$ cat config.mk
export PLATFORM = sky130hd
export DESIGN_NAME = bu_writeback
export DESIGN_NICKNAME = d
export VERILOG_FILES = /design/src/rtl/bu_writeback.sv
export SDC_FILE = /design/constraint.sdc
export NUM_CORES = 1
export LEC_CHECK = 0
export BUFFER_PORTS_ARGS = -buffer_cell sky130_fd_sc_hd__buf_2
export CAP_MARGIN = 25
export CELL_PAD_IN_SITES_DETAIL_PLACEMENT = 1
export CELL_PAD_IN_SITES_GLOBAL_PLACEMENT = 2
export CORE_AREA = 2 2 241 243
export CTS_BUF_LIST = sky130_fd_sc_hd__clkbuf_2
export DETAILED_ROUTE_END_ITERATION = 6
export DIE_AREA = 0 0 243 245
export GPL_ROUTABILITY_DRIVEN = 0
export PLACE_DENSITY_LB_ADDON = 0.1
export SLEW_MARGIN = 10
export SYNTH_ARGS = -nofsm -noshare
export SYNTH_HDL_FRONTEND = slang
export SYNTH_SLANG_ARGS = --single-unit
$ cat constraint.sdc
create_clock -name clk_i -period 4.26 [get_ports clk_i]
set_input_delay 0.426 -clock clk_i [delete_from_list [all_inputs] [get_ports clk_i]]
set_output_delay 0.426 -clock clk_i [all_outputs]
set_load 0.005 [all_outputs]
$ cat src/rtl/bu_writeback.sv
`default_nettype none
// ============================================================================
// Module      : bu_writeback
// Description : NTT return-path router. Re-aligns the eight BU outputs to the
//               bank/port they were read from, delays the issue addresses to
//               match BU latency and tracks stage completion.
// Revision    : 1.0 - initial release
// ============================================================================
module bu_writeback #(
   parameter int DATA_WIDTH = 13,
   parameter int ADDR_WIDTH = 5,
   parameter int BU_LAT     = 3,
   parameter int GROUPS     = 16
) (
   input  logic                          clk_i,
   input  logic                          rst_i,
   input  logic                          stage_start_i,
   input  logic [7:0]                    len_i,
   input  logic                          is_ntt_i,
   input  logic                          issue_valid_i,
   input  logic [ADDR_WIDTH-1:0]         issue_addr_a_i,
   input  logic [ADDR_WIDTH-1:0]         issue_addr_b_i,
   input  logic [8*(DATA_WIDTH-1)-1:0]   a_ntt_i,
   input  logic [8*(DATA_WIDTH-1)-1:0]   b_ntt_i,
   input  logic [8*(DATA_WIDTH-1)-1:0]   a_intt_i,
   input  logic [8*(DATA_WIDTH-1)-1:0]   b_intt_i,
   output logic                          wr_en_o,
   output logic [ADDR_WIDTH-1:0]         wr_addr_a_o,
   output logic [ADDR_WIDTH-1:0]         wr_addr_b_o,
   output logic [8*(DATA_WIDTH-1)-1:0]   wdata_a_o,
   output logic [8*(DATA_WIDTH-1)-1:0]   wdata_b_o,
   output logic                          busy_o,
   output logic                          stage_done_o,
   output logic                          err_o
);

   localparam int c_W  = DATA_WIDTH - 1;
   localparam int c_BW = 8 * c_W;
   localparam int c_CW = $clog2(GROUPS + 1);

   localparam logic [1:0] c_L128   = 2'd0;
   localparam logic [1:0] c_L64    = 2'd1;
   localparam logic [1:0] c_L32    = 2'd2;
   localparam logic [1:0] c_LSMALL = 2'd3;

   typedef enum logic [1:0] {
      ST_IDLE  = 2'd0,
      ST_RUN   = 2'd1,
      ST_DRAIN = 2'd2,
      ST_DONE  = 2'd3
   } state_t;

   state_t                 state_q, state_d;
   logic [1:0]             len_cls_q, len_cls_d;
   logic                   is_ntt_q, is_ntt_d;
   logic [c_CW-1:0]        issue_cnt_q, issue_cnt_d;
   logic [c_CW-1:0]        wr_cnt_q, wr_cnt_d;
   logic                   err_q, err_d;
   logic                   busy_q, busy_d;
   logic                   stage_done_q, stage_done_d;

   logic                   tag_v_q [BU_LAT];
   logic                   tag_v_d [BU_LAT];
   logic [ADDR_WIDTH-1:0]  tag_a_q [BU_LAT];
   logic [ADDR_WIDTH-1:0]  tag_a_d [BU_LAT];
   logic [ADDR_WIDTH-1:0]  tag_b_q [BU_LAT];
   logic [ADDR_WIDTH-1:0]  tag_b_d [BU_LAT];

   logic                   wr_en_q, wr_en_d;
   logic [ADDR_WIDTH-1:0]  wr_addr_a_q, wr_addr_a_d;
   logic [ADDR_WIDTH-1:0]  wr_addr_b_q, wr_addr_b_d;
   logic [c_BW-1:0]        wdata_a_q, wdata_a_d;
   logic [c_BW-1:0]        wdata_b_q, wdata_b_d;

   logic                   w_len_legal;
   logic [1:0]             w_len_cls;
   logic                   w_push;
   logic [c_W-1:0]         w_a_word [8];
   logic [c_W-1:0]         w_b_word [8];
   logic [c_BW-1:0]        w_route_a;
   logic [c_BW-1:0]        w_route_b;

   // Inverse read permutation: returns {take_b_output, bu_index} feeding
   // the given bank/port for the latched length class.
   function automatic logic [3:0] src_sel(input logic [1:0] cls,
                                          input logic [2:0] bank,
                                          input logic       port_b);
      logic [2:0] bu;
      logic       use_b;
      bu    = 3'd0;
      use_b = 1'b0;
      case (cls)
         c_L128: begin
            bu    = {bank[1:0], port_b};
            use_b = bank[2];
         end
         c_L64: begin
            bu    = {bank[2], port_b, bank[1]};
            use_b = bank[0];
         end
         c_L32: begin
            bu    = {bank[2:1], port_b};
            use_b = bank[0];
         end
         default: begin
            if (bank[2:1] == 2'b00) begin
               bu    = {2'b00, bank[0]};
               use_b = port_b;
            end else begin
               bu    = {bank[2:1], port_b};
               use_b = bank[0];
            end
         end
      endcase
      return {use_b, bu};
   endfunction

   always_comb begin
      w_len_legal = 1'b1;
      w_len_cls   = c_LSMALL;
      case (len_i)
         8'd128:                   w_len_cls = c_L128;
         8'd64:                    w_len_cls = c_L64;
         8'd32:                    w_len_cls = c_L32;
         8'd16, 8'd8, 8'd4, 8'd2:  w_len_cls = c_LSMALL;
         default:                  w_len_legal = 1'b0;
      endcase
   end

   for (genvar k = 0; k < 8; k++) begin : g_unpack
      assign w_a_word[k] = is_ntt_q ? a_ntt_i[k*c_W +: c_W] : a_intt_i[k*c_W +: c_W];
      assign w_b_word[k] = is_ntt_q ? b_ntt_i[k*c_W +: c_W] : b_intt_i[k*c_W +: c_W];
   end

   for (genvar j = 0; j < 8; j++) begin : g_bank
      logic [3:0] w_sel_a;
      logic [3:0] w_sel_b;
      assign w_sel_a = src_sel(len_cls_q, 3'(j), 1'b0);
      assign w_sel_b = src_sel(len_cls_q, 3'(j), 1'b1);
      assign w_route_a[j*c_W +: c_W] = w_sel_a[3] ? w_b_word[w_sel_a[2:0]]
                                                  : w_a_word[w_sel_a[2:0]];
      assign w_route_b[j*c_W +: c_W] = w_sel_b[3] ? w_b_word[w_sel_b[2:0]]
                                                  : w_a_word[w_sel_b[2:0]];
   end

   always_comb begin
      state_d     = state_q;
      len_cls_d   = len_cls_q;
      is_ntt_d    = is_ntt_q;
      issue_cnt_d = issue_cnt_q;
      wr_cnt_d    = wr_cnt_q;
      err_d       = err_q;
      w_push      = 1'b0;

      case (state_q)
         ST_IDLE: begin
            if (stage_start_i) begin
               if (w_len_legal) begin
                  len_cls_d   = w_len_cls;
                  is_ntt_d    = is_ntt_i;
                  issue_cnt_d = '0;
                  wr_cnt_d    = '0;
                  err_d       = 1'b0;
                  state_d     = ST_RUN;
               end else begin
                  err_d = 1'b1;
               end
            end
            if (issue_valid_i) err_d = 1'b1;
         end
         ST_RUN: begin
            if (stage_start_i) err_d = 1'b1;
            if (issue_valid_i) begin
               w_push      = 1'b1;
               issue_cnt_d = issue_cnt_q + c_CW'(1);
               if (issue_cnt_q == c_CW'(GROUPS - 1)) state_d = ST_DRAIN;
            end
         end
         ST_DRAIN: begin
            if (stage_start_i || issue_valid_i) err_d = 1'b1;
            if (wr_cnt_q == c_CW'(GROUPS)) state_d = ST_DONE;
         end
         ST_DONE: begin
            if (stage_start_i || issue_valid_i) err_d = 1'b1;
            state_d = ST_IDLE;
         end
         default: state_d = ST_IDLE;
      endcase

      tag_v_d[0] = w_push;
      tag_a_d[0] = issue_addr_a_i;
      tag_b_d[0] = issue_addr_b_i;
      for (int i = 1; i < BU_LAT; i++) begin
         tag_v_d[i] = tag_v_q[i-1];
         tag_a_d[i] = tag_a_q[i-1];
         tag_b_d[i] = tag_b_q[i-1];
      end

      // The tail tag and the BU results it belongs to arrive on the same edge.
      wr_en_d     = tag_v_q[BU_LAT-1];
      wr_addr_a_d = wr_en_d ? tag_a_q[BU_LAT-1] : wr_addr_a_q;
      wr_addr_b_d = wr_en_d ? tag_b_q[BU_LAT-1] : wr_addr_b_q;
      wdata_a_d   = wr_en_d ? w_route_a : wdata_a_q;
      wdata_b_d   = wr_en_d ? w_route_b : wdata_b_q;
      if (wr_en_d) wr_cnt_d = wr_cnt_d + c_CW'(1);

      busy_d       = (state_d == ST_RUN) || (state_d == ST_DRAIN);
      stage_done_d = (state_d == ST_DONE);
   end

   always_ff @(posedge clk_i or negedge rst_i) begin
      if (!rst_i) begin
         state_q      <= ST_IDLE;
         len_cls_q    <= c_L128;
         is_ntt_q     <= 1'b0;
         issue_cnt_q  <= '0;
         wr_cnt_q     <= '0;
         err_q        <= 1'b0;
         busy_q       <= 1'b0;
         stage_done_q <= 1'b0;
         wr_en_q      <= 1'b0;
         wr_addr_a_q  <= '0;
         wr_addr_b_q  <= '0;
         wdata_a_q    <= '0;
         wdata_b_q    <= '0;
         for (int i = 0; i < BU_LAT; i++) begin
            tag_v_q[i] <= 1'b0;
            tag_a_q[i] <= '0;
            tag_b_q[i] <= '0;
         end
      end else begin
         state_q      <= state_d;
         len_cls_q    <= len_cls_d;
         is_ntt_q     <= is_ntt_d;
         issue_cnt_q  <= issue_cnt_d;
         wr_cnt_q     <= wr_cnt_d;
         err_q        <= err_d;
         busy_q       <= busy_d;
         stage_done_q <= stage_done_d;
         wr_en_q      <= wr_en_d;
         wr_addr_a_q  <= wr_addr_a_d;
         wr_addr_b_q  <= wr_addr_b_d;
         wdata_a_q    <= wdata_a_d;
         wdata_b_q    <= wdata_b_d;
         for (int i = 0; i < BU_LAT; i++) begin
            tag_v_q[i] <= tag_v_d[i];
            tag_a_q[i] <= tag_a_d[i];
            tag_b_q[i] <= tag_b_d[i];
         end
      end
   end

   assign wr_en_o      = wr_en_q;
   assign wr_addr_a_o  = wr_addr_a_q;
   assign wr_addr_b_o  = wr_addr_b_q;
   assign wdata_a_o    = wdata_a_q;
   assign wdata_b_o    = wdata_b_q;
   assign busy_o       = busy_q;
   assign stage_done_o = stage_done_q;
   assign err_o        = err_q;

endmodule
`default_nettype wire

==> results.md, run 1 <==
- Met1 wire length: 40300 um
- P per Cell Area: 234 nW/um2
- First-pass GRT wire length: 135000 um
- Worst-path cell chain: ha_4 > buf_12 > mux2i_1 > dlygate4sd3_1 > nor2_1 > a311oi_1 > dlygate4sd3_1 > a41oi_1 > dlygate4sd3_1
- Slew @ Worst Pin: 1.16 ns
- CP Launch Type: flip-flop
- Status: finished, final reports clean
- Final Max Slew Viols: 0
- Met3 wire length: around 5800 um
- Final HPWL DP: ~67000 um
- R2r worst-path depth: 9
- Critical path launch point: len_cls_q[0]
- Synth Instances: 1438
- WL met2: roughly 44000 um
- P&R area growth vs syn: 51.1%
- I/O pins: 613
- Cell Count, Final, Fillers Out: about 3300
- Initial antenna violation count: 22
- Top cell type's share of synthesized area: between 30 and 40%
- Cts repair resizes: 0
- H-tree depth: 3
- Post-synth EDFFs: 0
- Hold Path Class: in -> reg
- Static leakage: 11.9 nW
- Router iterations before antenna repair: 5
- Total number of vias: 18000
- Crit Path Max Fanout: 26
- Gr ovfl total: 0
- Relative slew margins: 22.4%
- Yosys warning total: 0
- Reg clk slew, reported paths: 0.10 ns
- Pin count of the biggest net entering global routing: 183
- Share of layout cells above drive strength 1: 43.9%
- Post-synthesis net count: 1854
- Ranking of synthesized cells by area: dfrtp_1, mux4_2, mux2_2
- CP endpoint kind: flip-flop
- #FFs+latches synth: about 250
- Sequential share of the synthesized area: 36.4%
- Post-synth top cells: dfrtp_1, mux4_2, nor2_1, mux2_2, mux2i_1
- Fill count: 6469
- RSZ-0062 raised after global routing: false
- Syn Std Cell Area: 17500 um2
- Placed Cells: 2708
- First DRT Iteration DRCs: 1084
- CTS tree: yes
- Final Hold Violating Endpoints: 0
- Final Skew: 0.116 ns
- Port buffer count: around 600
- DRT Wirelength: 92500 um
- FF-to-FF setup slack: 0.24 ns
- Final net count: 2896
- Most frequent cell after synthesis: dfrtp_1
- Worst EP arrival: 4.93 ns
- TritonCTS buffer count: 82
- Clock sinks: 254
- CP Class: reg -> reg
- Clock root buffer: clkbuf_2
- Crit-path max cell delay: 0.63 ns
- Setup TNS: 0 ns
- Number of library cell types mapped by synthesis: 60
- Post-DRT Antenna Nets: 0
- Wire per inst: approximately 28 um
- Vias in the first global route: between 15000 and 20000
- # Max-Cap Violations: 0
- FF+latch area: 6360 um2
- Final Critical Period: around 4.0 ns
- Aggregate global-route resource usage: 30.6%
- Achievable frequency: ~250 MHz
- Syn_area_per_cell: 12.2 um2
- Maximum VDD drop: 0.165 mV
- Drt drc: 0
- Die ar.: between 50000 and 60000 um2
- DR vias/cell: 5.45
- CORE AREA: 57000 um2
- Clk_lat worst skew: 1.08 ns
- Clock buffer depth: 3
- Final setup violating endpoints: 0
- Leading register cell type out of synthesis: dfrtp_1
- CP max stage cell: dlygate4sd3_1
- R2R Path End: wdata_a_o[15]
- Final period util: 94.4%
- Starting Density: 30.7%
- Critical Path RT: between 5 and 6 ns
- Chip height: 245 um
- Row cnt: 88
- Crit-path most repeated cell: dlygate4sd3_1
- Async S/R FF share, synth: 100%
- Footprint of the multi-input gates: 10400 um2
- Chip width: 243 um
- Top sig layer: met5
- Yosys top cell by area: dfrtp_1
- Worst Setup EP: wdata_a_o[15]
- Reg-to-Reg Start: len_cls_q[0]
cell families after synthesis:
| kind of cell | synth area share [%] |
|---|---|
| AOI/OAI and AO/OA | 10.7 |
| xor gates and xnor gates | 0.451 |
| adders and majority gates | 0.644 |
| buffers and inverters | 4.66 |
| DFF | 36.4 |
| muxes | 39.6 |
| and+or+nand+nor | 7.59 |
cell type report:
class / instances / area share, %
clock inverter: 19 / 0.464
clock buffer: 118 / 2.24
tap: 765 / 3.62
multi-input combinational: 1040 / 39.2
inverter: 11 / 0.156
antenna: 11 / 0.104
sequential: 254 / 24.1
timing repair buffer: 1091 / 30.1
metal layers:
| metal | global-route usage, % | up-vias |
|---|---|---|
| met5 | 0 | - |
| met4 | 9.96 | 20 |
| met3 | 6.61 | 159 |
| met2 | 49.3 | 701 |
| met1 | 41.1 | 9416 |
| li1 | - | 7733 |
worst min-delay path by stage:
stage	from	depth (start not counted)	slack (ns)	endpoint
2_1_floorplan	rst_i	0	0.13	busy_o
3_3_place_gp	tag_b_d[6]	0	0.33	tag_b_d[1]
3_5_place_dp	tag_v_d[1]	0	0.34	tag_v_d[0]
4_1_cts	b_intt_i[22]	5	0.002	wdata_a_o[46]
5_1_grt	b_intt_i[2]	4	0.06	wdata_b_o[2]
6_report	b_intt_i[22]	5	0.12	wdata_a_o[46]
flip-flops by register name (all words and copies together), names as in the netlist, 2 cells and up:
name and cells:
len_cls_q 2, state_q 2, wdata_a_o 96, tag_b_q 5, tag_b_d 10, tag_a_q 5
tag_a_d 10, wr_cnt_q 5, wdata_b_o 96, wr_addr_b_o 5, wr_addr_a_o 5, tag_v_d 2
issue_cnt_q 5
worst max-delay path: cells and delay by family (launching register included):
kind | cells | cell delay, ns
and+or+nand+nor | 1 | 0.04
DFF | 1 | 0.51
adders and majority gates | 1 | 0.60
muxes | 1 | 0.22
AOI/OAI and AO/OA | 2 | 0.40
buffers and inverters | 4 | 2.10
cell usage in the layout, fill, tap and decap left out, types with 10 or more instances in the layout:
cell,n
diode_2,11
o21a_1,11
o21ai_0,16
a211oi_1,12
clkbuf_2,118
dfrtp_1,252
buf_12,12
mux2_2,134
a21o_1,14
a22oi_1,21
o311ai_0,10
o22ai_1,39
nor2b_1,13
o21ai_1,11
nor2_1,174
clkinv_1,12
nand2_1,60
mux2i_1,127
buf_2,611
a21oi_1,66
buf_4,18
nand2b_1,11
mux4_2,183
dlygate4sd3_1,448
report_power, final:
group | leakage, nW | internal (mW) | switching [mW]
Combinational | 8.26 | 0.833 | 0.773
Sequential | 3.06 | 2.44 | 0.0181
Clock | 0.548 | 0.808 | 1.30
through the flow:
stage | instance area [um2] | setup WS [ns] | power (mW) | utilization, % | hold WS, ns
after floorplan | 17500 | 2.18 | 3.10 | - | 0.130
after global placement | 21100 | 1.40 | 3.70 | 37.0 | 0.332
after detailed placement | 21100 | 1.37 | 3.72 | 37.0 | 0.336
after CTS | 26300 | 0.0420 | 6.23 | 46.2 | 0.00220
after global routing | 26400 | 0.0560 | 6.49 | 46.3 | 0.0582
final | 26400 | 0.237 | 6.17 | 46.3 | 0.119
repair_timing:
item / CTS / global route
hold buffers: 449 / 0
setup buffers: 0 / 2
hold endpoints to repair: 431 / 0
setup endpoints to repair: 0 / 5
Power figures use the tool's default switching activity.
==> run 2: changes to the inputs <==
- CTS_BUF_LIST: sky130_fd_sc_hd__clkbuf_2 -> sky130_fd_sc_hd__clkbuf_4 sky130_fd_sc_hd__clkbuf_8
==> run 2 against run 1 <==
Non-clock buffer count shrank 438. Die area stayed put. Hold slack got worse by 0.073 ns. Critical path type unchanged. Power grew 13%. Worst setup slack better by 1.2 ns. Wire length decreased by 7.0%. Final area is 15% lower. Flip-flop and latch count did not move. Sequential share of layout area increased by 4.1 points. Combinational power shrank 24%. Register-to-register slack better by 1.2 ns. First-iteration DRC count shrank 1.0%.
==> results.md, run 2 (synthesis gave the netlist of run 1 again) <==
- Starting Density: a little under a third
- Maximum VDD drop: 0.227 mV
- Met1 usage: roughly two fifths
- P&R area growth vs syn: 29.1%
- Final net count: 2429
- Gr ovfl total: 0
- Port buffer count: 612
- # Max-Cap Violations: 0
- Final instance area: 22600 um2
- Static leakage: 10.1 nW
- Pin count of the biggest net entering global routing: between 150 and 200
- Row cnt: 88
- I/O pins: roughly 610
- Final Critical Period: 2.84 ns
- Hold Path Class: in -> reg
- Post-DRT Antenna Nets: 0
- Cts repair resizes: 0
- Final HPWL DP: roughly 67000 um
- Worst EP arrival: 3.38 ns
- TritonCTS buffer count: 53
- Final Max Slew Viols: 0
- Hold path startpoint: stage_start_i
- Clock buffer depth: 3
- Placed Area: 21100 um2
- Final Hold Violating Endpoints: 0
- Critical Path RT: 4.79 ns
- GR peak layer: met2
- Setup TNS: 0 ns
- Clock root buffer: clkbuf_8
- First-pass GRT wire length: 124000 um
- Fill count: 6488
- Commonest non-fill, non-tap cell in the layout: buf_2
- Reg-to-Reg Start: is_ntt_q
- Router iterations before antenna repair: 6
- CP endpoint kind: flip-flop
- Final Skew: around 0.042 ns
- Share of layout cells above drive strength 1: 52.6%
- H-tree depth: 2
- Most frequent cells in the layout: buf_2, dfrtp_1, mux4_2, nor2_1, mux2_2
- Final period util: 66.8%
- Achievable frequency: between 300 and 400 MHz
- Relative slew margins: 22.7%
- Slew @ Worst Pin: 1.16 ns
- CP Launch Type: flip-flop
- DR vias/cell: 5.59
- RSZ-0062 raised after global routing: false
- Aggregate global-route resource usage: 28.5%
- CP Class: reg -> reg
- M3 GR Usage: approximately 6%
- Chip width: 243 um
- Total number of vias: between 15000 and 20000
- Vias in the first global route: 16800
- Drt drc: 0
- Chip height: 245 um
- Minimum hold slack: 0.0466 ns
- Status: finished, final reports clean
- P per Cell Area: around 310 nW/um2
- Met2 Usage GRT: roughly 45%
- Final setup violating endpoints: 0
- Die ar.: 59500 um2
- CORE AREA: 57000 um2
- Clock sinks: 254
- Reg clk slew, reported paths: around 0.07 ns
- Final Power: 6.94 mW
- CTS tree: yes
- Wire per inst: 30.4 um
- DRT Wirelength: 86000 um
- Critical path launch point: is_ntt_q
- First DRT Iteration DRCs: roughly 1100
- Clk_lat worst skew: 0.68 ns
- Initial antenna violation count: 23
- Crit Path Max Fanout: 46
- FF-to-FF setup slack: 1.42 ns
## run 2: routing by layer
layer	share of wire (%)	vias up
met4	2.3	18
met3	6.2	114
met5	0.11	-
met2	47	605
li1	-	6765
met1	45	8327
## run 2: layout make-up
cell class / instances / area, um2 / share of cell area (%)
Tap cell: 765 / 957 / 4.24
Timing Repair Buffer: 653 / 3540 / 15.7
Inverter: 11 / 41.3 / 0.183
Antenna cell: 10 / 25.0 / 0.111
Multi-Input combinational cell: 1040 / 10400 / 45.9
Clock inverter: 21 / 302 / 1.34
Sequential cell: 254 / 6360 / 28.2
Clock buffer: 76 / 990 / 4.38
## run 2: final timing paths
kind	endpoint	cells after the start
worst max register to register	wdata_a_o[24]	6
max in group asynchronous	is_ntt_q	3
worst min-delay path	err_o	3
worst max-delay path	wdata_a_o[24]	6
worst min register to register	tag_v_d[0]	0
min in group asynchronous	wdata_b_o[89]	2
## run 2: where the power goes
part | switching (mW) | internal, mW
Clock | 1.32 | 1.93
Combinational | 0.692 | 0.536
Sequential | 0.0195 | 2.44
Total | 2.03 | 4.91
## run 2: what timing repair did
item / 4_1_cts / 5_1_grt
hold endpoints to repair: 84 / 0
setup buffers: 0 / 0
hold buffers: 13 / 0
## run 2: worst max-delay path, stage by stage (launching register included)
cell,delay [ns]
dfrtp_4,0.93
buf_12,0.37
buf_12,0.28
mux4_2,0.52
nor2b_1,0.14
a211oi_1,0.29
o2bb2ai_1,0.11
## run 2: through the flow
step           cells  utilization, %  setup WS [ns]
2_1_floorplan   1438               -           2.18
5_1_grt         2829            39.6           1.14
6_report        2830            39.6           1.42
4_1_cts         2818            39.5           1.33
3_3_place_gp    2708            37.0           1.40
3_5_place_dp    2708            37.0           1.37
==> run 3: changes to the inputs <==
- CORE_AREA: 2 2 241 243 -> default
- CORE_MARGIN: default -> 2
- CORE_UTILIZATION: default -> 30
- DIE_AREA: 0 0 243 245 -> default
- clock period: 4.26 -> 2.4 ns (I/O delays scaled with it)
==> run 3 against run 2 <==
Hold slack improved by 0.013 ns. Via count increased by 3.4%. Die area increased by 1.2%. Largest power group unchanged. Clock power increased by 65%. Global-route usage increased by 0.23 points. Register-to-register slack got worse by 1.3 ns.
==> results.md, run 3 (synthesis gave the netlist of run 1 again) <==
- Status: finished, final reports clean
- Crit Path Max Fanout: 26
- Slew @ Worst Pin: 0.710 ns
- Vias in the first global route: 17300
- Clock buffer depth: 3
- R2r worst-path depth: 7
- Pin count of the biggest net entering global routing: 65
- RSZ-0062 raised after global routing: false
- Hold path startpoint: b_intt_i[80]
- CTS tree: yes
- Hold path depth: 4
- Share of layout cells above drive strength 1: 52.9%
- Starting Density: 30.3%
- Placed Cells: 2772
- Drt drc: 0
- CP Class: reg -> reg
- Final period util: 96.1%
- Final Skew: 0.0189 ns
- H-tree depth: 2
- Port buffer count: ~610
- Aggregate global-route resource usage: 28.8%
- Most frequent cells in the layout: buf_2, dfrtp_1, mux4_2, nor2_1, mux2_2
- Post-DRT Antenna Nets: 0
- Comb pwr share: 19.5%
- Initial antenna violation count: 32
- Maximum VDD drop: 0.462 mV
- Critical path launch point: len_cls_q[0]
- Minimum hold slack: about 0.059 ns
- Gr ovfl total: 0
- Critical Path RT: 2.89 ns
- Final HPWL DP: 69500 um
- I/O pins: 613
- Switching share of power: 29.0%
- Footprint of the multi-input gates: 10400 um2
- Relative slew margins: 52.7%
- P per Cell Area: between 500 and 600 nW/um2
- Final Critical Period: 2.31 ns
- Total number of vias: 16400
- Reg-to-Reg Start: len_cls_q[0]
- Share of total power in sequential cells: a little over a third
- Worst EP arrival: 2.80 ns
- Clock sinks: 254
- Fill count: between 6000 and 7000
- CP endpoint kind: flip-flop
- Wire per inst: 29.8 um
- Router iterations before antenna repair: 5
- Chip height: 245 um
- Static leakage: 10.7 nW
- Clk_lat worst skew: 0.64 ns
- CP Launch Type: flip-flop
- TritonCTS buffer count: 51
- First DRT Iteration DRCs: 928
- CORE AREA: 57700 um2
- Switch Pwr: between 3 and 4 mW
- DRT Wirelength: 87900 um
- Final net count: 2547
- Final Hold Violating Endpoints: 0
- Die ar.: ~60000 um2
- Clock root buffer: clkbuf_8
- Pre-CTS setup slack: -0.141 ns
- Chip width: 245 um
- Reg clk slew, reported paths: roughly 0.06 ns
- Final WS setup: 0.0934 ns
- FF+latch area: 6360 um2
- Final Max Slew Viols: 0
- Placed Area: approximately 22000 um2
- Commonest non-fill, non-tap cell in the layout: buf_2
- Hold Path Class: in -> reg
- Final instance area: 23800 um2
- Row cnt: 88
- First-pass GRT wire length: 125000 um
- Final setup violating endpoints: 0
- P&R area growth vs syn: 36.1%
- Pint: 8.57 mW
- Achievable frequency: 434 MHz
- # Max-Cap Violations: 0
- DR vias/cell: 5.54
- Cell Count, Final, Fillers Out: between 2000 and 3000
- Clock power frac: between 40% and 50%
-- run 3: cell types whose count changed in the layout (fill, tap and decap cells not counted), moves of 2 or more --
cell / previous run / this run
buf_4: 18 / 65
nor2_2: 1 / 3
diode_2: 10 / 16
dlygate4sd3_1: 13 / 67
clkbuf_4: 9 / 12
buf_12: 10 / 29
clkbuf_8: 67 / 61
nor2_1: 174 / 172
clkinvlp_4: 0 / 2
-- run 3: final cells by class --
class / count / area share [%]
Multi-Input combinational cell: 1040 / 43.6
Sequential cell: 254 / 26.7
Timing Repair Buffer: 773 / 20.2
Tap cell: 765 / 4.02
Clock buffer: 73 / 3.91
Clock inverter: 21 / 1.11
Inverter: 11 / 0.174
Antenna cell: 16 / 0.168
-- run 3: power groups by stage --
stage | sequential (mW) | clock (mW) | combinational (mW)
3_3_place_gp | 4.44 | 0 | 2.21
4_1_cts | 4.37 | 5.52 | 2.34
2_1_floorplan | 4.44 | 0 | 1.07
3_5_place_dp | 4.44 | 0 | 2.25
5_1_grt | 4.37 | 5.70 | 2.50
6_report | 4.37 | 5.35 | 2.35
-- run 3: layer usage --
layer,track usage (%),vias up,routed length [um]
li1,-,7006,-
met1,38.4,8515,37100
met5,0,-,162
met2,45.0,674,40900
met3,8.55,155,7200
met4,8.59,24,2590
-- run 3: path summary, 6_finish.rpt --
kind                            endpoint  slack, ns
setup / recovery           wdata_a_o[18]       0.09
hold / removal             wdata_a_o[92]       0.06
setup reg to reg           wdata_a_o[18]       0.09
hold reg to reg                  wr_en_d       0.35
max in group asynchronous     tag_a_d[0]       1.43
min in group asynchronous  wdata_b_o[88]       0.18
-- run 3: what timing repair did --
action,in CTS,in global routing
hold buffers,67,0
endpoints found under the setup margin,3,18
hold endpoints to repair,95,0
gates resized for setup,2,4
setup buffers,0,4
-- run 3: critical path, cell delays in order (launching register included) --
cell and delay, ns:
dfrtp_1 0.44, inv_1 0.17, ha_2 0.36, buf_12 0.23, or3b_4 0.25, nor2_1 0.07, a311oi_1 0.46, a41oi_1 0.19
-- run 3: per-stage QoR --
step,TNS [ns],power [mW],utilization (%)
2_1_floorplan,0,5.50,-
3_3_place_gp,-0.139,6.65,37.8
3_5_place_dp,-0.141,6.69,37.8
4_1_cts,0,12.2,41.1
5_1_grt,0,12.6,41.2
6_report,0,12.1,41.2
